File: config.mk
export PLATFORM = sky130hd
export DESIGN_NAME = uart_tx_flat
export DESIGN_NICKNAME = d
export VERILOG_FILES = /design/src/rtl/uart_tx_pkg.sv /design/src/rtl/uart_tx_if.sv /design/src/rtl/uart_baud_cnt.sv /design/src/rtl/uart_tx.sv /design/src/flat_wrapper.sv
export SDC_FILE = /design/constraint.sdc
export NUM_CORES = 1
export LEC_CHECK = 0
export CORE_ASPECT_RATIO = 1.4
export CORE_MARGIN = 3
export CORE_UTILIZATION = 45
export CTS_CLUSTER_DIAMETER = 100
export CTS_CLUSTER_SIZE = 20
export DETAILED_ROUTE_END_ITERATION = 8
export DONT_BUFFER_PORTS = 1
export GPL_TIMING_DRIVEN = 0
export HOLD_SLACK_MARGIN = 0.08
export SLEW_MARGIN = 20
export SYNTH_ARGS = -nofsm -noshare
export SYNTH_HDL_FRONTEND = slang
export SYNTH_HIERARCHICAL = 1
export SYNTH_SLANG_ARGS = --single-unit
File: constraint.sdc
create_clock -name i_Clock -period 2.7 [get_ports i_Clock]
set_input_delay 0.54 -clock i_Clock [delete_from_list [all_inputs] [get_ports i_Clock]]
set_output_delay 0.54 -clock i_Clock [all_outputs]
set_load 0.01 [all_outputs]
File: src/rtl/uart_tx_pkg.sv
// Shared UART definitions: FSM state encodings, default bit period and idle line level.
// Also intended for use by uart_rx.
// Optional feature macro: UART_TX_PARITY_EN (adds an even-parity bit after the data bits).
package uart_tx_pkg;

  // 50 MHz / 9600 baud
  localparam int unsigned CLKS_PER_BIT_DEF = 5208;

  // Level of the serial line between frames and during the stop bit
  localparam logic LINE_IDLE = 1'b1;

`ifdef UART_TX_PARITY_EN
  typedef enum logic [2:0] {
    StIdle   = 3'd0,
    StStart  = 3'd1,
    StData   = 3'd2,
    StStop   = 3'd3,
    StParity = 3'd4
  } tx_state_e;

  // Even parity: the parity bit makes the total count of ones even
  function automatic logic even_parity(input logic [7:0] data);
    return ^data;
  endfunction
`else
  typedef enum logic [1:0] {
    StIdle  = 2'd0,
    StStart = 2'd1,
    StData  = 2'd2,
    StStop  = 2'd3
  } tx_state_e;
`endif

endpackage

File: src/rtl/uart_tx_if.sv
// Byte handshake and serial-side signals of the UART transmitter.
// Signal names are given from the transmitter's point of view.
interface uart_tx_if;

  logic       i_Tx_DV;
  logic [7:0] i_Tx_Byte;
  logic       o_Tx_Ready;
  logic       o_Tx_Active;
  logic       o_Tx_Serial;
  logic       o_Tx_Done;

  // Byte producer (host logic or testbench)
  modport master (
    output i_Tx_DV,
    output i_Tx_Byte,
    input  o_Tx_Ready,
    input  o_Tx_Active,
    input  o_Tx_Serial,
    input  o_Tx_Done
  );

  // Transmitter
  modport slave (
    input  i_Tx_DV,
    input  i_Tx_Byte,
    output o_Tx_Ready,
    output o_Tx_Active,
    output o_Tx_Serial,
    output o_Tx_Done
  );

endinterface

File: src/rtl/uart_baud_cnt.sv
// Bit-period counter: counts 0..CLKS_PER_BIT-1 and emits a one-cycle tick on the last count.
// i_Clear holds the counter at zero (used while the line is idle). Shared with uart_rx.
module uart_baud_cnt #(
  parameter int unsigned CLKS_PER_BIT = 5208
) (
  input  logic i_Clock,
  input  logic i_Reset,
  input  logic i_Clear,
  output logic o_Tick
);

  localparam int unsigned CntW = $clog2(CLKS_PER_BIT);
  localparam logic [CntW-1:0] LastCnt = CntW'(CLKS_PER_BIT - 1);

  logic [CntW-1:0] r_cnt;

  assign o_Tick = (r_cnt == LastCnt) && !i_Clear;

  // Counter wraps through the tick, so it never overflows its width
  always_ff @(posedge i_Clock or negedge i_Reset) begin
    if (!i_Reset) begin
      r_cnt <= '0;
    end else if (i_Clear || o_Tick) begin
      r_cnt <= '0;
    end else begin
      r_cnt <= r_cnt + 1'b1;
    end
  end

endmodule

File: src/rtl/uart_tx.sv
// UART transmitter, 8N1 LSB first, with a single-entry holding register so the next byte can be
// queued while a frame is on the wire; queued frames follow with no idle gap.
// Optional feature macro: UART_TX_PARITY_EN inserts an even-parity bit (8E1 framing).
// Line outputs are registered, so the start bit appears two cycles after the accepting edge.
module uart_tx
  import uart_tx_pkg::*;
#(
  parameter int unsigned CLKS_PER_BIT = CLKS_PER_BIT_DEF
) (
  input  logic        i_Clock,
  input  logic        i_Reset,
  uart_tx_if.slave    tx_if
);

  tx_state_e  r_state;
  tx_state_e  w_state_d;
  logic [2:0] r_bit_idx;
  logic [2:0] w_bit_idx_d;
  logic [7:0] r_hold;
  logic       r_hold_full;
  logic [7:0] r_shift;
  logic       r_serial;
  logic       r_active;
  logic       r_done;
  logic       w_serial_d;
  logic       w_active_d;
  logic       w_done_d;
  logic       w_load;
  logic       w_accept;
  logic       w_tick;
  logic       w_clear;

  assign w_accept = tx_if.i_Tx_DV && !r_hold_full;
  assign w_clear  = (r_state == StIdle);

  uart_baud_cnt #(
    .CLKS_PER_BIT (CLKS_PER_BIT)
  ) u_baud_cnt (
    .i_Clock (i_Clock),
    .i_Reset (i_Reset),
    .i_Clear (w_clear),
    .o_Tick  (w_tick)
  );

  // Next state, bit index and next line outputs from the current state
  always_comb begin
    w_state_d   = r_state;
    w_bit_idx_d = r_bit_idx;
    w_load      = 1'b0;
    w_serial_d  = LINE_IDLE;
    w_active_d  = 1'b1;
    w_done_d    = 1'b0;
    unique case (r_state)
      StIdle: begin
        w_active_d = 1'b0;
        if (r_hold_full) begin
          w_load    = 1'b1;
          w_state_d = StStart;
        end
      end
      StStart: begin
        w_serial_d = 1'b0;
        if (w_tick) begin
          w_state_d   = StData;
          w_bit_idx_d = 3'd0;
        end
      end
      StData: begin
        w_serial_d = r_shift[r_bit_idx];
        if (w_tick) begin
          if (r_bit_idx == 3'd7) begin
            w_bit_idx_d = 3'd0;
`ifdef UART_TX_PARITY_EN
            w_state_d   = StParity;
`else
            w_state_d   = StStop;
`endif
          end else begin
            w_bit_idx_d = r_bit_idx + 3'd1;
          end
        end
      end
`ifdef UART_TX_PARITY_EN
      StParity: begin
        w_serial_d = even_parity(r_shift);
        if (w_tick) begin
          w_state_d = StStop;
        end
      end
`endif
      StStop: begin
        w_serial_d = LINE_IDLE;
        if (w_tick) begin
          w_done_d = 1'b1;
          // A queued byte starts its frame on the very next cycle
          if (r_hold_full) begin
            w_load    = 1'b1;
            w_state_d = StStart;
          end else begin
            w_state_d = StIdle;
          end
        end
      end
      default: begin
        w_state_d = StIdle;
      end
    endcase
  end

  // FSM state and bit index
  always_ff @(posedge i_Clock or negedge i_Reset) begin
    if (!i_Reset) begin
      r_state   <= StIdle;
      r_bit_idx <= 3'd0;
    end else begin
      r_state   <= w_state_d;
      r_bit_idx <= w_bit_idx_d;
    end
  end

  // Holding register: emptied by the transfer to the shifter, then filled by an accept
  always_ff @(posedge i_Clock or negedge i_Reset) begin
    if (!i_Reset) begin
      r_hold_full <= 1'b0;
      r_hold      <= 8'h00;
    end else begin
      if (w_load) begin
        r_hold_full <= 1'b0;
      end
      if (w_accept) begin
        r_hold_full <= 1'b1;
        r_hold      <= tx_if.i_Tx_Byte;
      end
    end
  end

  // Shift register holds the byte in flight, isolated from later input changes
  always_ff @(posedge i_Clock or negedge i_Reset) begin
    if (!i_Reset) begin
      r_shift <= 8'h00;
    end else if (w_load) begin
      r_shift <= r_hold;
    end
  end

  // Registered line outputs; reset forces the line idle immediately
  always_ff @(posedge i_Clock or negedge i_Reset) begin
    if (!i_Reset) begin
      r_serial <= LINE_IDLE;
      r_active <= 1'b0;
      r_done   <= 1'b0;
    end else begin
      r_serial <= w_serial_d;
      r_active <= w_active_d;
      r_done   <= w_done_d;
    end
  end

  assign tx_if.o_Tx_Ready  = !r_hold_full;
  assign tx_if.o_Tx_Active = r_active;
  assign tx_if.o_Tx_Serial = r_serial;
  assign tx_if.o_Tx_Done   = r_done;

endmodule
File: src/flat_wrapper.sv
// flat-port wrapper written by rule: the top's interface ports become plain ports
module uart_tx_flat import uart_tx_pkg::*;
#(
  parameter int unsigned CLKS_PER_BIT = CLKS_PER_BIT_DEF
)
  (i_Clock, i_Reset, tx_if_i_Tx_DV, tx_if_i_Tx_Byte, tx_if_o_Tx_Ready, tx_if_o_Tx_Active, tx_if_o_Tx_Serial, tx_if_o_Tx_Done);
  uart_tx_if tx_if_i ();
  input  logic i_Clock;
  input  logic i_Reset;
  input wire logic [$bits(tx_if_i.i_Tx_DV)-1:0] tx_if_i_Tx_DV;
  input wire logic [$bits(tx_if_i.i_Tx_Byte)-1:0] tx_if_i_Tx_Byte;
  output wire logic [$bits(tx_if_i.o_Tx_Ready)-1:0] tx_if_o_Tx_Ready;
  output wire logic [$bits(tx_if_i.o_Tx_Active)-1:0] tx_if_o_Tx_Active;
  output wire logic [$bits(tx_if_i.o_Tx_Serial)-1:0] tx_if_o_Tx_Serial;
  output wire logic [$bits(tx_if_i.o_Tx_Done)-1:0] tx_if_o_Tx_Done;
  assign tx_if_i.i_Tx_DV = tx_if_i_Tx_DV;
  assign tx_if_i.i_Tx_Byte = tx_if_i_Tx_Byte;
  assign tx_if_o_Tx_Ready = tx_if_i.o_Tx_Ready;
  assign tx_if_o_Tx_Active = tx_if_i.o_Tx_Active;
  assign tx_if_o_Tx_Serial = tx_if_i.o_Tx_Serial;
  assign tx_if_o_Tx_Done = tx_if_i.o_Tx_Done;
  uart_tx #(.CLKS_PER_BIT(CLKS_PER_BIT)) u_core (.i_Clock(i_Clock), .i_Reset(i_Reset), .tx_if(tx_if_i));
endmodule
==> Word level (Yosys, flattened, before mapping) <==
Cells that the tools add are included.
{ "classes": {"n_mux": 23, "n_shift": 0, "eq_ne": 10, "addsub": 2, "magnitude_cmp": 1, "div_mod_pow": 0, "reduce_logical": 10, "bitwise_logic": 0, "mul": 0} }
{ "ops": {"columns": ["cell", "n"], "rows": [
  ["$add 13x1->13 const B", 1],
  ["$eq 13x13->1 const B", 1],
  ["$mux 13", 1],
  ["$mux 2", 5],
  ["$mux 1", 9],
  ["$mux 3", 3],
  ["$pmux 2 s4", 1],
  ["$ne 2x2->1 const B", 3],
  ["$pmux 3 s2", 1],
  ["$reduce_and 5->1", 1],
  ["$eq 2x2->1 const B", 2],
  ["$lt 3x4->1 const B", 1],
  ["$ne 2x1->1 const B", 2],
  ["$pmux 1 s2", 2],
  ["$reduce_bool 2->1", 2],
  ["$add 3x1->3 const B", 1],
  ["$bmux 1 s3", 1],
  ["$eq 3x3->1 const B", 1],
  ["$reduce_and 3->1", 1],
  ["$eq 2x1->1 const B", 1],
  ["$logic_and 1x1->1", 2],
  ["$logic_not 1->1", 2],
  ["$logic_not 2->1", 1],
  ["$logic_or 1x1->1", 1]
]} }
{ "word_totals": {"inputBits": 11, "romBits": 0, "mem_bits_rw": 0, "latch_bits": 0, "memories": 0, "output_inout_bits": 4, "register_bits": 38} }

==> Logic depth before layout (Yosys ltp) <==
Gate-level depths: netlist (run 1).
{ "depth": {"depth_word": 7, "ltp_mapped": 8, "ltp_nobuf": 7} }

==> Modules after synthesis <==
The synthesis (run 1) kept the hierarchy.
{ "by_module_without_submodules": {"columns": ["mod", "area_each_um2", "cells_each", "n_inst"], "rows": [
  ["uart_tx", 1148.6, 83, 1],
  ["uart_baud_cnt", 696.9, 69, 1]
]} }

==> Worst setup path before layout (run 1) <==
Ideal clock, no wire load.
{ "synth_path": {"path_kind": "register to register", "from": "register u_core.u_baud_cnt.r_cnt[0]", "to": "register u_core.r_shift[0]", "path_stages_with_launch": 9, "slack_ns": 0.724, "n_path_buf": 1, "arrival_ns": 1.851, "required_ns": 2.575, "synth_period_minus_slack_ns": 1.976, "path_cell_list": "dfrtp_1 ha_1 and4b_1 nand3_1 nor2_1 buf_4 a21oi_1 nor3_4 mux2_2"} }
{ "synth_between": {"elab_chain_cells": 4} }
{ "synth_rtl": {"columns": ["item", "line_no", "rtl"], "rows": [
  ["from (decl)", "uart_baud_cnt.sv:15", "logic [CntW-1:0] r_cnt;"],
  ["from (signal assigned)", "uart_baud_cnt.sv:26", "r_cnt <= r_cnt + 1'b1;"],
  ["$eq 13x13->1", "uart_baud_cnt.sv:17", "assign o_Tick = (r_cnt == LastCnt) && !i_Clear;"],
  ["$logic_and 1x1->1", "uart_baud_cnt.sv:17", null],
  ["named net u_core.w_tick", "uart_tx.sv:30", "logic w_tick;"],
  ["$mux 1", "uart_tx.sv:93", "if (w_tick) begin"],
  ["$pmux 1 s2", "uart_tx.sv:53", "unique case (r_state)"],
  ["to (signal assigned)", "uart_tx.sv:142", "r_shift <= r_hold;"],
  ["to (decl)", "uart_tx.sv:21", "logic [7:0] r_shift;"]
]} }
The timed path passes the listed nets, and every way through them passes these cells.
A chain may end at the register's enable or synchronous reset.

==> Worst setup path after layout (run 1) <==
{ "layout_path": {"from": "register u_core.u_baud_cnt.r_cnt[9]", "to": "register u_core.r_shift[2]"} }
The elaborated chain is that of the path after synthesis.

==> impl_metrics.toml, run 1 <==
[status]
status = "completed"

[floorplanning]
rows = 26
start_util = 0.485
die-area_sq_mm = 0.00492
ioPinCount = 15
coreArea_sq_mm = 0.00381
die_x_um = 60.1
die_height_um = 81.8

[sta]
max-slew-margin-rel = 0.674
report.final.slew_viol_count = 0
rsz0062_at_grt = "no"
setup_viol = 0
hold_viol_final = 0
layout_min_cycle_time_ps = 2240
max_slew.worst_pin.slew_ps = 487
max_freq_mhz = 446
fin_crit_sh = 0.831
fin_tns_setup_ps = 0
fin_skew_ps = 5.76

[synthesis]
synth-seq-area-share = 0.516
yosys_warnings = 6
syn-num-nets = 171
ys_seq_elements = 38
synth_area_per_cell_sq_um = 12.1
ys.flop_type = "dfrtp_1"
synthArstFlopShare = 1.00
syn_area_sq_mm = 0.00185
netlist-cell-type-count = 44
synthCells = 152
synth_edf_count = 0

[finish]
final_common_cell = "dfrtp_1"
final_cell_mix = "37 x dfrtp_1, 20 x mux2_2, 12 x nor2_1, 8 x ha_1, 7 x a21oi_1"
fillers = 330
finalNetCount = 180
antenna_cells = 0
post-route-util = 0.535
area_growth_pct = 10.4
drive_gt1_frac = 0.302
instances_no_fill = 204

[power_and_ir_drop]
power_density_mw_per_mm2 = 972
comb_power_share = 0.318
seqPwrFrac = 0.444
swShare = 0.309
power.internal_uw = 1370
switching_power_uw = 612
leakage_uw = 0.000881
p_clk_frac = 0.237
ir_worst_vdd_uv = 557

[route]
wl_met1_mm = 1.26
drtAntennaViolNets = 0
wire_per_inst_um = 15.4
routed.top_layer = "met4"
viasPerCell = 5.83
via_count = 1190
drt_iter0_markers = 22
met3WireLength_um = 110
drt-pass1-iter-count = 4
route.met2.wl_mm = 1.68
routed_wl_mm = 3.15
drcViolationCount = 0

[clock_tree]
cts_tree = "built"
cts_sinks = 38
clk_latency_ps = 290
h-tree-depth = 2
post_cts_buffers = 0
cts_made_buffers = 5
clkTransAtPathRegs_ps = 70
cts-root-buf = "clkbuf_8"
ctsResizeCount = 0
clk_path_buf_depth = 2

[hold_path]
worstHoldPathType = "primary input to register"

[global_route]
grt_max_degree = 39
grt_pass1_vias = 1301
antenna_found_initial = 0
gr-total-overflow = 0
grt_pass1_wl_mm = 5.54
track_usage = 0.154

[place]
dp.cells = 194
dpl.hpwl_mm = 2.24
io_buffers = 0
routabilityCongestion = 0.748

[setup_path]
worstPathArrival_ps = 2420
cp_max_fo = 9
path_class = "register to register"
critPathRequiredTime_ps = 2870
start_kind = "register"
critPathCaptureType = "register"

[flow_run]
max-cap-violations = 0
## synthesized netlist by cell type (all sizes together) (2+ instances only)
cell type | instances | area share
nor3 | 2 | 0.012
or3 | 4 | 0.015
xor2 | 2 | 0.0095
inv | 6 | 0.012
o31ai | 3 | 0.012
buf | 4 | 0.019
mux2 | 20 | 0.12
nor2 | 12 | 0.024
a32o | 3 | 0.016
nand3 | 6 | 0.016
nand2 | 5 | 0.010
ha | 8 | 0.054
nand2b | 2 | 0.0068
dfrtp | 37 | 0.50
o21ai | 5 | 0.014
or4 | 3 | 0.016
nand4 | 3 | 0.014
a21oi | 9 | 0.028
## worst max-delay path: stages (launching register included)
cell and delay, ps:
dfrtp_1 440, nor4b_1 410, nand3_1 120, nor2_1 100
buf_4 160, a21oi_1 100, nor3_4 400, mux2_2 390
## layer usage
metal,vias to the layer above,global-route usage
met1,592,0.153
li1,570,-
met3,11,0.0456
met5,-,0
met4,0,0.0998
met2,17,0.272
## sequential cells by signal, indices dropped and copies added (netlist names), 2 cells and up
signal,count
u_core/u_baud_cnt/r_cnt,13
u_core/r_hold,8
u_core/r_shift,8
u_core/r_bit_idx,3
u_core/r_state,2
## cell families (layout without fill, tap and decap cells)
| family | Yosys count | count (layout) | synth area share |
|---|---|---|---|
| AOI/OAI and AO/OA | 27 | 27 | 0.102 |
| adders and majority gates | 8 | 8 | 0.0542 |
| buffers and inverters | 11 | 21 | 0.0339 |
| and+or+nand+nor | 44 | 44 | 0.145 |
| xor gates and xnor gates | 3 | 3 | 0.0142 |
| DFF | 38 | 38 | 0.516 |
| muxes | 21 | 21 | 0.134 |
## power groups by stage
stage / combinational, uW / sequential [uW] / clock, uW
floorplan: 530 / 861 / 0
global placement: 598 / 887 / 0
detailed placement: 623 / 894 / 0
CTS: 639 / 883 / 488
global route: 711 / 905 / 511
finish: 630 / 880 / 470
## repair_timing
| item | CTS | global route |
|---|---|---|
| endpoints found under the hold margin | 38 | 0 |
| hold buffers | 2 | 0 |
| endpoints found under the setup margin | 0 | 0 |
## metrics by stage
step / setup slack (ps) / area (sq um) / total power [uW] / hold slack [ps]
finish: 457 / 2040 / 1980 / 388
global route: 188 / 2040 / 2130 / 379
CTS: 447 / 2040 / 2010 / 375
detailed placement: 459 / 1900 / 1520 / 245
global placement: 470 / 1900 / 1480 / 245
floorplan: 724 / 1850 / 1390 / 244
## cell type report
type | count | area [sq um] | share of cell area
buffer | 5 | 40.0 | 0.0197
clock buffer | 5 | 68.8 | 0.0338
clock inverter | 3 | 40.0 | 0.0197
inverter | 6 | 22.5 | 0.0111
multi-input combinational | 103 | 831 | 0.408
sequential | 38 | 952 | 0.467
tap | 42 | 52.6 | 0.0258
timing repair buffer | 2 | 30.0 | 0.0147
## final timing paths
| kind | cells after the start | slack, ps | end | from |
|---|---|---|---|---|
| max | 7 | 460 | u_core/r_shift[2] | u_core/u_baud_cnt/r_cnt[9] |
| max reg2reg | 7 | 460 | u_core/r_shift[2] | u_core/u_baud_cnt/r_cnt[9] |
| min reg2reg | 1 | 480 | u_core/u_baud_cnt/r_cnt[0] | u_core/u_baud_cnt/r_cnt[0] |
| max in group asynchronous | 2 | 1760 | u_core/tx_if.o_Tx_Serial | i_Reset |
| min | 2 | 390 | u_core/r_hold_full | tx_if_i_Tx_DV |
| min in group asynchronous | 2 | 700 | u_core/r_hold[0] | i_Reset |
(Power assumes the default switching activity.)
==> inputs of run 2 (changes only) <==
- clock period: 2.7 -> 1.9 ns (I/O delays scaled with it)
==> impl_metrics.toml, run 2 (same netlist as run 1, synthesis figures left out) <==
[setup_path]
cp-startpoint = "u_core/u_baud_cnt/r_cnt[1]"
critPathRequiredTime_ps = 2070
path_class = "register to register"
path_buf_inv = 2
rr_worst_depth = 9
critPathCaptureType = "register"
cp_max_fo = 4
r2r_slack_ps = -210
endpoint = "u_core/r_shift[6]"
r2r_start = "u_core/u_baud_cnt/r_cnt[1]"
critPathTopFamily = "simple AND/OR/NAND/NOR gates"
worstPathArrival_ps = 2280
cp.depth = 9
path_cells = "ha_4 > and4b_1 > nand3_2 > nor2_2 > buf_6 > a21oi_4 > nor3_4 > clkbuf_16 > mux2_4"
start_kind = "register"
worstReg2RegEnd = "u_core/r_shift[6]"
slowest_delay_ps = 400
crit_slowest_cell = "dfrtp_1"

[power_and_ir_drop]
finalPower_uw = 3120
leakage_uw = 0.000967
power_density_mw_per_mm2 = 1390
ir_worst_vdd_uv = 815

[place]
io_buffers = 0
place_area_sq_mm = 0.00191
dpl.hpwl_mm = 2.29
routabilityCongestion = 0.831

[route]
drt-pass1-iter-count = 4
drtAntennaViolNets = 0
viasPerCell = 5.79
via_count = 1250
routed_wl_mm = 3.50
drcViolationCount = 0
drt_iter0_markers = 54
wire_per_inst_um = 16.2

[finish]
fillers = 323
regArea_sq_um = 955
largest_register_ffs = 13
area_growth_pct = 21.7
final_cell_mix = "35 x dfrtp_1, 12 x mux2_2, 10 x nor2_1, 9 x buf_4, 8 x mux2_4"
multi_input_area_sq_um = 928
drive_gt1_frac = 0.408
biggestRegsByFlops = "u_core/u_baud_cnt/r_cnt x13, u_core/r_hold x8, u_core/r_shift x8"
stdcell_area_sq_mm = 0.00225
antenna_cells = 0
top_register = "u_core/u_baud_cnt/r_cnt"
finalNetCount = 192
final_common_cell = "dfrtp_1"

[global_route]
gr-total-overflow = 0
grt_pass1_wl_mm = 6.00
antenna_found_initial = 0
grt_pass1_vias = 1361
grt_max_degree = 39
track_usage = 0.163

[sta]
max_slew.worst_pin.slew_ps = 360
report.final.slew_viol_count = 0
fin_tns_setup_ps = -1570
layout_min_cycle_time_ps = 2110
setup_slack_ps = -210
max-slew-margin-rel = 0.758
rsz0062_at_grt = "yes"
fin_crit_sh = 1.11
setup_viol = 10
max_freq_mhz = 474
hold_viol_final = 0
fin_skew_ps = 6.07

[clock_tree]
cts_tree = "built"
h-tree-depth = 2
clk_path_buf_depth = 2
clkTransAtPathRegs_ps = 70
cts-root-buf = "clkbuf_8"
cts_sinks = 38
clk_latency_ps = 290
cts_made_buffers = 5

[hold_path]
worstHoldPathType = "primary input to register"

[floorplanning]
coreArea_sq_mm = 0.00381
rows = 26
die_x_um = 60.1
start_util = 0.485
die-area_sq_mm = 0.00492
ioPinCount = 15
die_height_um = 81.8

[status]
violations = "setup timing"
status = "complete, but fails checks"

[flow_run]
max-cap-violations = 0
[run 2: cell count changes in the layout (fill, tap and decap cells not counted), sizes merged]
cell      previous run  this run
clkinvlp             0         1
bufinv               1         0
buf                  5        16
clkbuf               6         7
[run 2: worst min-delay path by stage]
stage | from | endpoint | slack [ps] | depth (start not counted)
3_5_place_dp | i_Reset | u_core/u_baud_cnt/r_cnt[5] | 90 | 0
2_1_floorplan | i_Reset | u_core/r_bit_idx[0] | 80 | 0
4_1_cts | tx_if_i_Tx_DV | u_core/r_hold_full | 220 | 2
6_report | tx_if_i_Tx_DV | u_core/r_hold_full | 220 | 2
5_1_grt | tx_if_i_Tx_Byte[2] | u_core/r_hold[2] | 220 | 1
3_3_place_gp | i_Reset | u_core/u_baud_cnt/r_cnt[5] | 90 | 0
[run 2: routing by layer]
metal  global-route usage  vias up  routed length, um
li1                     -      594                  -
met1                0.173      629               1340
met5                    0        -                  0
met3               0.0472        8                125
met4               0.0754        0                 72
met2                0.290       19               1970
[run 2: layout make-up]
| type | instances | share of cell area |
|---|---|---|
| plain buffers | 5 | 0.0195 |
| clock buffers | 5 | 0.0306 |
| clock inverters | 3 | 0.00947 |
| inverters | 6 | 0.0100 |
| multi-input cells | 103 | 0.413 |
| flip-flops and latches | 38 | 0.425 |
| well taps | 42 | 0.0234 |
| repair buffers | 14 | 0.0685 |
[run 2: repair_timing]
action / in CTS / in global routing
hold buffers: 2 / 0
resized for setup: 5 / 16
cloned: 0 / 1
setup endpoints to repair: 10 / 14
setup buffers: 6 / 5
pin swaps: 2 / 6
endpoints found under the hold margin: 38 / 0
[run 2: power by group]
part           switching, uW  total, uW  internal [uW]
Sequential               182       1270           1090
Combinational            546       1310            762
Clock                    286        543            257
Total                   1010       3120           2110
[run 2: metrics by stage]
step | util | cells | worst slack [ps] | hold slack [ps]
floorplan | - | 152 | -44.8 | 84.4
global placement | 0.501 | 194 | -288 | 85.4
detailed placement | 0.501 | 194 | -302 | 85.2
CTS | 0.557 | 210 | -97.9 | 217
global route | 0.590 | 216 | -317 | 221
finish | 0.590 | 216 | -210 | 217
==> inputs of run 3 (changes only) <==
- CAP_MARGIN: not set -> 20
- SKIP_LAST_GASP: not set -> 1
- SYNTH_HIERARCHICAL: 1 -> not set
==> impl_metrics.toml, run 3 <==
[setup_path]
rr_worst_depth = 5
slowest_delay_ps = 450
crit_slowest_cell = "dfrtp_1"
cp-startpoint = "u_core.u_baud_cnt.r_cnt[5]"
endpoint = "u_core.r_shift[5]"
r2r_start = "u_core.u_baud_cnt.r_cnt[5]"
worstReg2RegEnd = "u_core.r_shift[5]"
cp_max_fo = 9
path_class = "register to register"
r2r_slack_ps = 110
critPathCaptureType = "register"
worstPathArrival_ps = 1960
start_kind = "register"
critPathRequiredTime_ps = 2070
path_cells = "nor4b_4 > a41oi_2 > nor3_4 > buf_12 > mux2_2"

[power_and_ir_drop]
ir_worst_vdd_uv = 739
finalPower_uw = 2900
power_density_mw_per_mm2 = 1420
leakage_uw = 0.000865

[route]
drtAntennaViolNets = 0
drcViolationCount = 0
wire_per_inst_um = 15.8
viasPerCell = 5.79
routed_wl_mm = 3.08
via_count = 1130
drt_iter0_markers = 17
drt-pass1-iter-count = 3

[sta]
max-slew-margin-rel = 0.699
setup_slack_ps = 113
report.final.slew_viol_count = 0
hold_viol_final = 0
rsz0062_at_grt = "no"
fin_skew_ps = 4.53
max_slew.worst_pin.slew_ps = 452
max_freq_mhz = 560
fin_crit_sh = 0.941
setup_viol = 0
layout_min_cycle_time_ps = 1790
fin_hold_ws_ps = 226

[synthesis]
post-synth-top-area-cell = "dfrtp_1"
ys.flop_type = "dfrtp_1"
synthArstFlopShare = 1.00
netlist-cell-type-count = 32
yosysTopAreaCellShare = 0.514
ys_top_cells_by_count = "37 x dfrtp_1, 16 x mux2_2, 16 x nor2_1"
yosys_warnings = 0
synth_area_per_cell_sq_um = 12.7
synth-seq-area-share = 0.528
syn-num-nets = 161
synthTopCellsByArea = "dfrtp_1 51%, mux2_2 10%, ha_1 5.6%"
synthCells = 142
synth_edf_count = 0
synth_most_common_cell = "dfrtp_1"
ys_seq_elements = 38
syn_area_sq_mm = 0.00180

[floorplanning]
ioPinCount = 15
die-area_sq_mm = 0.00481
coreArea_sq_mm = 0.00374
rows = 26
die_x_um = 59.5
start_util = 0.482
die_height_um = 80.9

[finish]
finalNetCount = 171
area_growth_pct = 13.3
final_cell_mix = "35 x dfrtp_1, 16 x nor2_1, 16 x mux2_2, 7 x ha_1"
biggestRegsByFlops = "u_core.u_baud_cnt.r_cnt x13, u_core.r_hold x8, u_core.r_shift x8"
final_common_cell = "dfrtp_1"
largest_register_ffs = 13
drive_gt1_frac = 0.275
post-route-util = 0.545
stdcell_area_sq_mm = 0.00204
top_register = "u_core.u_baud_cnt.r_cnt"
antenna_cells = 0
fillers = 326

[clock_tree]
cts_made_buffers = 5
cts_sinks = 38
h-tree-depth = 2
cts-root-buf = "clkbuf_8"
clkTransAtPathRegs_ps = 70
cts_tree = "built"
clk_latency_ps = 290
clk_path_buf_depth = 2

[place]
dpl.hpwl_mm = 2.23
routabilityCongestion = 0.768
place_area_sq_mm = 0.00185
io_buffers = 0
preCtsSetupSlack_ps = -192

[flow_run]
max-cap-violations = 0

[global_route]
grt_pass1_vias = 1207
grt_max_degree = 39
grt_pass1_wl_mm = 5.47
track_usage = 0.153
gr-total-overflow = 0
antenna_found_initial = 0

[hold_path]
worstHoldPathType = "primary input to register"

[status]
status = "completed"
-- run 3: cell count changes after synthesis, sizes merged, moves of 3 or more --
cell	delta
buf	-4
nor3	+3
a21oi	-7
and4	+3
o31ai	-3
or3	-4
mux2	-3
xnor2	+5
o21ai	-3
or4	-3
xor2	+3
nor2	+4
-- run 3: what timing repair did --
item,in CTS,in global routing
gates cloned,0,0
endpoints found under the hold margin,38,0
setup buffers,2,0
hold buffers,2,0
setup endpoints to repair,21,18
gates resized for setup,3,4
pin swaps,1,4
-- run 3: kinds of logic after synthesis --
logic type / after synthesis / synth area share
fa+ha+maj: 8 / 0.0556
mux: 21 / 0.142
simple gates: 46 / 0.154
xor+xnor: 11 / 0.0535
buf+inv: 7 / 0.0146
compound gates: 11 / 0.0514
flops: 38 / 0.528
-- run 3: how the worst min path moves through the flow --
stage	from	endpoint	cells past startpoint
6_report	tx_if_i_Tx_DV	u_core.r_hold_full	2
5_1_grt	tx_if_i_Tx_Byte[3]	u_core.r_hold[3]	1
4_1_cts	tx_if_i_Tx_DV	u_core.r_hold_full	2
3_5_place_dp	i_Reset	u_core.u_baud_cnt.r_cnt[6]	0
3_3_place_gp	i_Reset	u_core.u_baud_cnt.r_cnt[6]	0
2_1_floorplan	i_Reset	u_core.r_bit_idx[0]	0
-- run 3: power breakdown --
group	leakage (uW)	internal, uW	total [uW]	switching (uW)
clock	0.0000579	386	666	280
sequential	0.000475	1090	1290	200
combinational	0.000333	506	949	444
-- run 3: cell type report --
cell class,instances,area [sq um],share of cell area
sequential,38,955,0.468
clock buffer,5,68.8,0.0337
timing repair buffer,4,57.6,0.0282
clock inverter,3,40.0,0.0196
multi-input combinational,97,845,0.414
tap,42,52.6,0.0258
inverter,5,18.8,0.00920
buffer,1,3.75,0.00184
-- run 3: routing by layer --
metal	share of wire	vias up	track usage
met5	0	-	0
met4	0.025	0	0.0635
li1	-	531	-
met1	0.40	576	0.164
met2	0.55	14	0.275
met3	0.029	9	0.0429
-- run 3: worst max-delay path, delay by kind of cell, from the launching register on --
| family | cells | cell delay [ps] |
|---|---|---|
| AOI/OAI and AO/OA | 1 | 200 |
| muxes | 1 | 320 |
| DFF | 1 | 450 |
| buffers and inverters | 1 | 150 |
| and+or+nand+nor | 2 | 550 |
-- run 3: per-stage QoR --
| step | std cells | setup TNS, ps |
|---|---|---|
| finish | 195 | 0 |
| global route | 195 | 0 |
| CTS | 196 | 0 |
| detailed placement | 184 | -1480 |
| global placement | 184 | -1300 |
| floorplan | 142 | 0 |
